===== src/rtl/ram_arb_pkg.sv =====
// Shared types and constants for the two-port RAM arbiter.
package ram_arb_pkg;

  typedef enum logic [1:0] {
    IDLE = 2'd0,
    OWN0 = 2'd1,
    OWN1 = 2'd2
  } arb_state_t;

  typedef logic port_id_t;

  localparam port_id_t PORT_CPU = 1'b0;
  localparam port_id_t PORT_AUX = 1'b1;

  // Lock-owner state for a given port.
  function automatic arb_state_t own_state(input port_id_t p);
    return (p == PORT_AUX) ? OWN1 : OWN0;
  endfunction

endpackage


===== src/rtl/ram_arb_sat_counter.sv =====
// 16-bit saturating event counter with synchronous clear and count enable.
module ram_arb_sat_counter (
  input  logic        i_clk,
  input  logic        i_rstN,
  input  logic        i_clr,
  input  logic        i_en,
  output logic [15:0] o_count
);

  logic [15:0] r_count;

  // Count up on enable, hold at all-ones, clear takes priority.
  always_ff @(posedge i_clk or negedge i_rstN) begin
    if (!i_rstN)
      r_count <= '0;
    else if (i_clr)
      r_count <= '0;
    else if (i_en && (r_count != '1))
      r_count <= r_count + 16'd1;
  end

  assign o_count = r_count;

endmodule


===== src/rtl/ram_port_arbiter.sv =====
// Two-port (CPU / AUX) arbiter in front of a 1W/1R synchronous RAM.
// One access per cycle, round-robin ties, bounded bus lock, range check.
// Optional statistics counters enabled by defining RAM_ARB_STATS_EN.
module ram_port_arbiter
  import ram_arb_pkg::*;
#(
  parameter int unsigned DataWidth = 16,
  parameter int unsigned AddrWidth = 16,
  parameter int unsigned NumRegs   = 4096,
  parameter int unsigned MaxLock   = 8
) (
  input  logic                 clk,
  input  logic                 rstN,
  input  logic [1:0]           req,
  input  logic [1:0]           we,
  input  logic [1:0]           lock,
  input  logic [AddrWidth-1:0] addr0,
  input  logic [AddrWidth-1:0] addr1,
  input  logic [DataWidth-1:0] wdata0,
  input  logic [DataWidth-1:0] wdata1,
  output logic [1:0]           gnt,
  output logic [1:0]           rvalid,
  output logic [DataWidth-1:0] rdata,
  output logic [1:0]           err,
  output logic                 ramWriteEnable,
  output logic [AddrWidth-1:0] ramWriteAddr,
  output logic [DataWidth-1:0] ramWriteData,
  output logic [AddrWidth-1:0] ramReadAddr,
  input  logic [DataWidth-1:0] ramReadData
`ifdef RAM_ARB_STATS_EN
  ,
  input  logic                 statsClr,
  output logic [15:0]          grantCnt0,
  output logic [15:0]          grantCnt1,
  output logic [15:0]          conflictCnt
`endif
);

  localparam int unsigned   CntW       = $clog2(MaxLock + 1);
  localparam logic [CntW-1:0] MAX_LOCK_C = CntW'(MaxLock);
  localparam logic [63:0]   NUM_REGS_C = 64'(NumRegs);

  arb_state_t      r_state, w_stateNext;
  logic [CntW-1:0] r_lockCnt, w_lockCntNext;
  port_id_t        r_lastGnt;
  logic [1:0]      r_rvalid, r_err;
  logic            r_rdZero;

  logic            w_gntValid;
  port_id_t        w_gntPort;
  port_id_t        w_owner, w_idlePort;
  logic [1:0]      w_gnt;
  logic [AddrWidth-1:0] w_addr;
  logic [DataWidth-1:0] w_wdata;
  logic            w_we, w_inRange;

  assign w_owner    = (r_state == OWN1) ? PORT_AUX : PORT_CPU;
  assign w_idlePort = (&req) ? ~r_lastGnt : req[1];

  // Grant selection, lock ownership and lock-bound counting.
  always_comb begin
    w_stateNext   = r_state;
    w_lockCntNext = r_lockCnt;
    w_gntValid    = 1'b0;
    w_gntPort     = PORT_CPU;
    if ((r_state != IDLE) && req[w_owner] && lock[w_owner]) begin
      if (req[~w_owner] && (r_lockCnt >= MAX_LOCK_C)) begin
        w_gntValid    = 1'b1;
        w_gntPort     = ~w_owner;
        w_stateNext   = lock[~w_owner] ? own_state(~w_owner) : IDLE;
        w_lockCntNext = '0;
      end else begin
        w_gntValid    = 1'b1;
        w_gntPort     = w_owner;
        w_lockCntNext = req[~w_owner] ? r_lockCnt + CntW'(1) : '0;
      end
    end else if (|req) begin
      // Entry grant into a lock already counts toward the bound.
      w_gntValid    = 1'b1;
      w_gntPort     = w_idlePort;
      w_stateNext   = lock[w_idlePort] ? own_state(w_idlePort) : IDLE;
      w_lockCntNext = (lock[w_idlePort] && req[~w_idlePort]) ? CntW'(1) : '0;
    end else begin
      w_stateNext   = IDLE;
      w_lockCntNext = '0;
    end
  end

  // Datapath mux from the granted port and range check.
  always_comb begin
    w_gnt     = '0;
    w_addr    = '0;
    w_wdata   = '0;
    w_we      = 1'b0;
    if (w_gntValid) begin
      w_gnt   = (w_gntPort == PORT_AUX) ? 2'b10 : 2'b01;
      w_addr  = (w_gntPort == PORT_AUX) ? addr1 : addr0;
      w_wdata = (w_gntPort == PORT_AUX) ? wdata1 : wdata0;
      w_we    = we[w_gntPort];
    end
    w_inRange = (64'(w_addr) < NUM_REGS_C);
  end

  // Arbiter state, lock counter and round-robin history.
  always_ff @(posedge clk or negedge rstN) begin
    if (!rstN) begin
      r_state   <= IDLE;
      r_lockCnt <= '0;
      r_lastGnt <= PORT_AUX;
    end else begin
      r_state   <= w_stateNext;
      r_lockCnt <= w_lockCntNext;
      if (w_gntValid)
        r_lastGnt <= w_gntPort;
    end
  end

  // Read-valid / error pulses one cycle after acceptance.
  always_ff @(posedge clk or negedge rstN) begin
    if (!rstN) begin
      r_rvalid <= '0;
      r_err    <= '0;
      r_rdZero <= 1'b0;
    end else begin
      r_rvalid <= (w_gntValid && !w_we) ? w_gnt : 2'b00;
      r_err    <= (w_gntValid && !w_inRange) ? w_gnt : 2'b00;
      r_rdZero <= w_gntValid && !w_we && !w_inRange;
    end
  end

  assign gnt            = w_gnt;
  assign rvalid         = r_rvalid;
  assign err            = r_err;
  assign rdata          = r_rdZero ? '0 : ramReadData;
  assign ramWriteEnable = w_gntValid & w_we & w_inRange;
  assign ramWriteAddr   = w_addr;
  assign ramWriteData   = w_wdata;
  assign ramReadAddr    = w_addr;

`ifdef RAM_ARB_STATS_EN
  ram_arb_sat_counter u_grant_cnt0 (
    .i_clk(clk), .i_rstN(rstN), .i_clr(statsClr), .i_en(w_gnt[0]), .o_count(grantCnt0)
  );
  ram_arb_sat_counter u_grant_cnt1 (
    .i_clk(clk), .i_rstN(rstN), .i_clr(statsClr), .i_en(w_gnt[1]), .o_count(grantCnt1)
  );
  ram_arb_sat_counter u_conflict_cnt (
    .i_clk(clk), .i_rstN(rstN), .i_clr(statsClr), .i_en(&req), .o_count(conflictCnt)
  );
`endif

endmodule


===== config.mk =====
export PLATFORM = sky130hd
export DESIGN_NAME = ram_port_arbiter
export DESIGN_NICKNAME = d
export VERILOG_FILES = /design/src/rtl/ram_arb_pkg.sv /design/src/rtl/ram_arb_sat_counter.sv /design/src/rtl/ram_port_arbiter.sv
export SDC_FILE = /design/constraint.sdc
export NUM_CORES = 1
export LEC_CHECK = 0
export ABC_CLOCK_PERIOD_IN_PS = 6400
export CORE_MARGIN = 4
export CORE_UTILIZATION = 31
export DETAILED_ROUTE_END_ITERATION = 10
export PLACE_DENSITY = 0.87
export SETUP_SLACK_MARGIN = 0.3
export SYNTH_ARGS = -nofsm -noshare
export SYNTH_HDL_FRONTEND = slang
export SYNTH_SLANG_ARGS = --single-unit

===== constraint.sdc =====
create_clock -name clk -period 6.4 [get_ports clk]
set_input_delay 1.28 -clock clk [delete_from_list [all_inputs] [get_ports clk]]
set_output_delay 1.28 -clock clk [all_outputs]
set_load 0.005 [all_outputs]

==> run summary <==
======================================================================================
Status                                                                    finished, final reports clean
Count of placed standard cells including taps                                      391
Post-route minimum period                                                      5340 ps
Relative area change from synthesis to final layout                               101%
Number of DRC markers in iteration 0                                               157
Starting utilization of the core area                                            0.319
Port Buf Inserts                                                                   158
#FFs+latches synth                                                                  12
Site row count                                                                      25
Total setup violations reported at the end of the flow                               0
FILL cells                                                                         407
Die boundary width                                                             77.5 um
Synthesized Nets                                                                   301
Worst Max-Slew Pin Slew                                                         642 ps
FF+latch area                                                                  302 um2
Clock root cell                                                           sky130_fd_sc_hd__clkbuf_8
DIE AREA                                                                   0.00600 mm2
Global-route wire length before repair                                         9610 um
Timing-limited maximum frequency                                               187 MHz
Worst vdd rail ir drop                                                         83.4 uV
Gr ovfl total                                                                        0
Count of TritonRoute iterations in the first routing pass                            4
Worst min-delay path category                                               reg -> reg
All-Layer GR Usage                                                               0.193
Initial antenna violation count                                                      0
Number of DRC violations after detailed routing                                      0
RSZ-0062 raised after global routing                                             false
Vias in the first global route                                                   1,984
Post-cts gate resize count                                                           0
Maximum net fanout on the critical path                                             36
H-tree levels                                                                        1
Via-per-instance ratio                                                            5.03
Syn Inst Count                                                                     211
Final non-filler cell total                                                        395
Antenna violation net count after detailed routing                                   0
Total number of vias                                                             1,986
Routed wire length per instance                                                15.4 um
Worst-case clock buffer depth                                                        2
CP peak stage delay                                                             650 ps
Number of nets in the layout                                                       432
Multi-input combinational cell area                                            960 um2
Sequential-to-total area share from yosys stat                                   0.202
Post-DP HPWL                                                                   4790 um
Clock slew at the register clock pins of the worst setup and hold paths          50 ps
Post-Syn Area                                                              0.00150 mm2
Setup clock skew after layout                                                  1.71 ps
Number of buffers added for setup after CTS                                          0
Pins Over Slew Limit                                                                 0
Layout cells sized above 1                                                      0.0557
IO Pins                                                                            159
Cell family contributing the most delay on the critical path              buffers and inverters
Die outline height                                                             77.5 um
Clock buffer count from CTS                                                          3
Sort of element at the end of the critical path                             output pin
Top cell by count, worst path                                             sky130_fd_sc_hd__clkdlybuf4s50_1
Number of distinct library cells after synthesis                                    34
Hold-fix buffer count after cts                                                      0
CP Data Required Time                                                          5120 ps
Final-layout setup total negative slack                                           0 ps
Final Routed Wirelength                                                        6070 um
Critical path startpoint category                                           input port
Ratio of final minimum period to clock period                                    0.834
Type of the worst setup path                                                 in -> out
Clock network latency to the later pin of the worst-skew pair                   250 ps
Areal power density over the cells                                          141 mW/mm2
Reported max-cap violation count                                                     0
LEAKAGE                                                                        1.15 nW
Max-slew headroom at the worst pin                                               0.572
Power consumption                                                           0.000423 W
TritonCTS clock tree                                                              done
Arrival time at the worst endpoint                                             4060 ps
Number of sinks on the clock net                                                    12
Total of warnings raised by yosys                                                    0
CP cell instances                                                         clkdlybuf4s50_1 > nand4b_1 > a41oi_2 > buf_4 > o21ai_4 > inv_2 > o21ai_0 > clkdlybuf4s50_1
Post-Syn Area per Cell                                                        7.09 um2
Final weighted congestion of routability-driven global placement                 0.890
Slowest-stage cell, CP                                                    sky130_fd_sc_hd__clkdlybuf4s50_1
Buf/Inv on CP                                                                        4
Total count of hold-check failures in the final report                               0
Placeable core region                                                      0.00469 mm2
Ant diodes                                                                           0
Largest net degree at the start of global routing                                   37
======================================================================================
## logic make-up after synthesis
logic type	count (synthesis)	share of synthesized area
AO/OA/AOI/OAI	72	0.324
XOR/XNOR	1	0.00586
adder cells (fa/ha/maj)	2	0.0167
buffers and inverters	41	0.156
flip-flops	12	0.202
multiplexers	6	0.0460
AND/OR/NAND/NOR	77	0.249
## through the flow
stage	area (um2)	utilization	hold slack, ps	setup WS [ps]
after floorplan	1500	-	463	2580
after global placement	2950	0.629	494	1200
after detailed placement	2950	0.629	495	1120
after CTS	3010	0.641	503	1100
after global routing	3010	0.641	529	896
final	3010	0.641	504	1060
## final cells by class
class | instances | area share
clock buffer | 4 | 0.0183
inverter | 7 | 0.00874
multi-input combinational | 158 | 0.319
sequential | 12 | 0.100
tap | 54 | 0.0225
timing repair buffer | 160 | 0.531
## registers in the layout, summed over array words and instances, names as in the netlist
name and cells:
r_lockCnt 4, err 2, r_rdZero 1, r_lastGnt 1, rvalid 2, r_state 2
## per-layer routing
metal	track usage	vias up	part of all wire
met5	0	-	0
met4	0.0374	0	0.014
met3	0.0394	9	0.059
met2	0.351	76	0.53
met1	0.235	916	0.40
li1	-	985	-
## final timing paths
path / slack, ps / endpoint / from / depth (start not counted)
setup / recovery: 1060 / ramReadAddr[5] / req[1] / 8
hold / removal: 500 / r_lastGnt / r_lastGnt / 2
setup reg to reg: 4300 / err[0] / r_state[0] / 6
hold reg to reg: 500 / r_lastGnt / r_lastGnt / 2
max in group asynchronous: 4660 / r_lastGnt / rstN / 1
min in group asynchronous: 1380 / err[1] / rstN / 1
## cells in the final DEF, fill, tap and decap left out, drive strengths merged, types with 2 or more instances in the layout
cell,count
clkdlybuf4s50,158
nand2,38
o21ai,36
o211ai,32
nor2b,17
dfrtp,11
nor2,9
inv,7
clkbuf,4
mux2,4
nor3,3
and3,2
nor4,2
mux2i,2
nand3,2
ha,2
buf,2
## tightest hold or removal path, stage by stage, from the launching register on
cell                      delay (ps)
sky130_fd_sc_hd__dfstp_2         390
sky130_fd_sc_hd__nand2_1          60
sky130_fd_sc_hd__nand2_1          50
## cell usage after synthesis (all sizes together)
library cell | count | area share
nand4 | 1 | 0.0042
or3 | 1 | 0.0042
ha | 2 | 0.017
nor4 | 2 | 0.0084
mux2i | 2 | 0.013
nand2 | 38 | 0.095
nor2 | 9 | 0.023
a31oi | 1 | 0.014
mux2 | 4 | 0.033
o211ai | 32 | 0.16
xnor2 | 1 | 0.0059
clkbuf | 11 | 0.028
nor3 | 3 | 0.017
dfrtp | 11 | 0.18
nor2b | 17 | 0.073
a41oi | 1 | 0.011
inv | 7 | 0.018
o21ai | 36 | 0.13
o21bai | 1 | 0.0050
dfstp | 1 | 0.018
nand3 | 2 | 0.0067
or2 | 1 | 0.0042
nand4b | 1 | 0.0059
buf | 23 | 0.11
a21boi | 1 | 0.0050
and3 | 2 | 0.0084
## power by group
part           switching (W)  leakage [nW]  internal, W   total, W
Sequential        0.00000729         0.155    0.0000824  0.0000897
Clock              0.0000303        0.0288    0.0000545  0.0000848
Combinational      0.0000923         0.963     0.000156   0.000249
No activity file was read; power rests on OpenSTA's default activity.
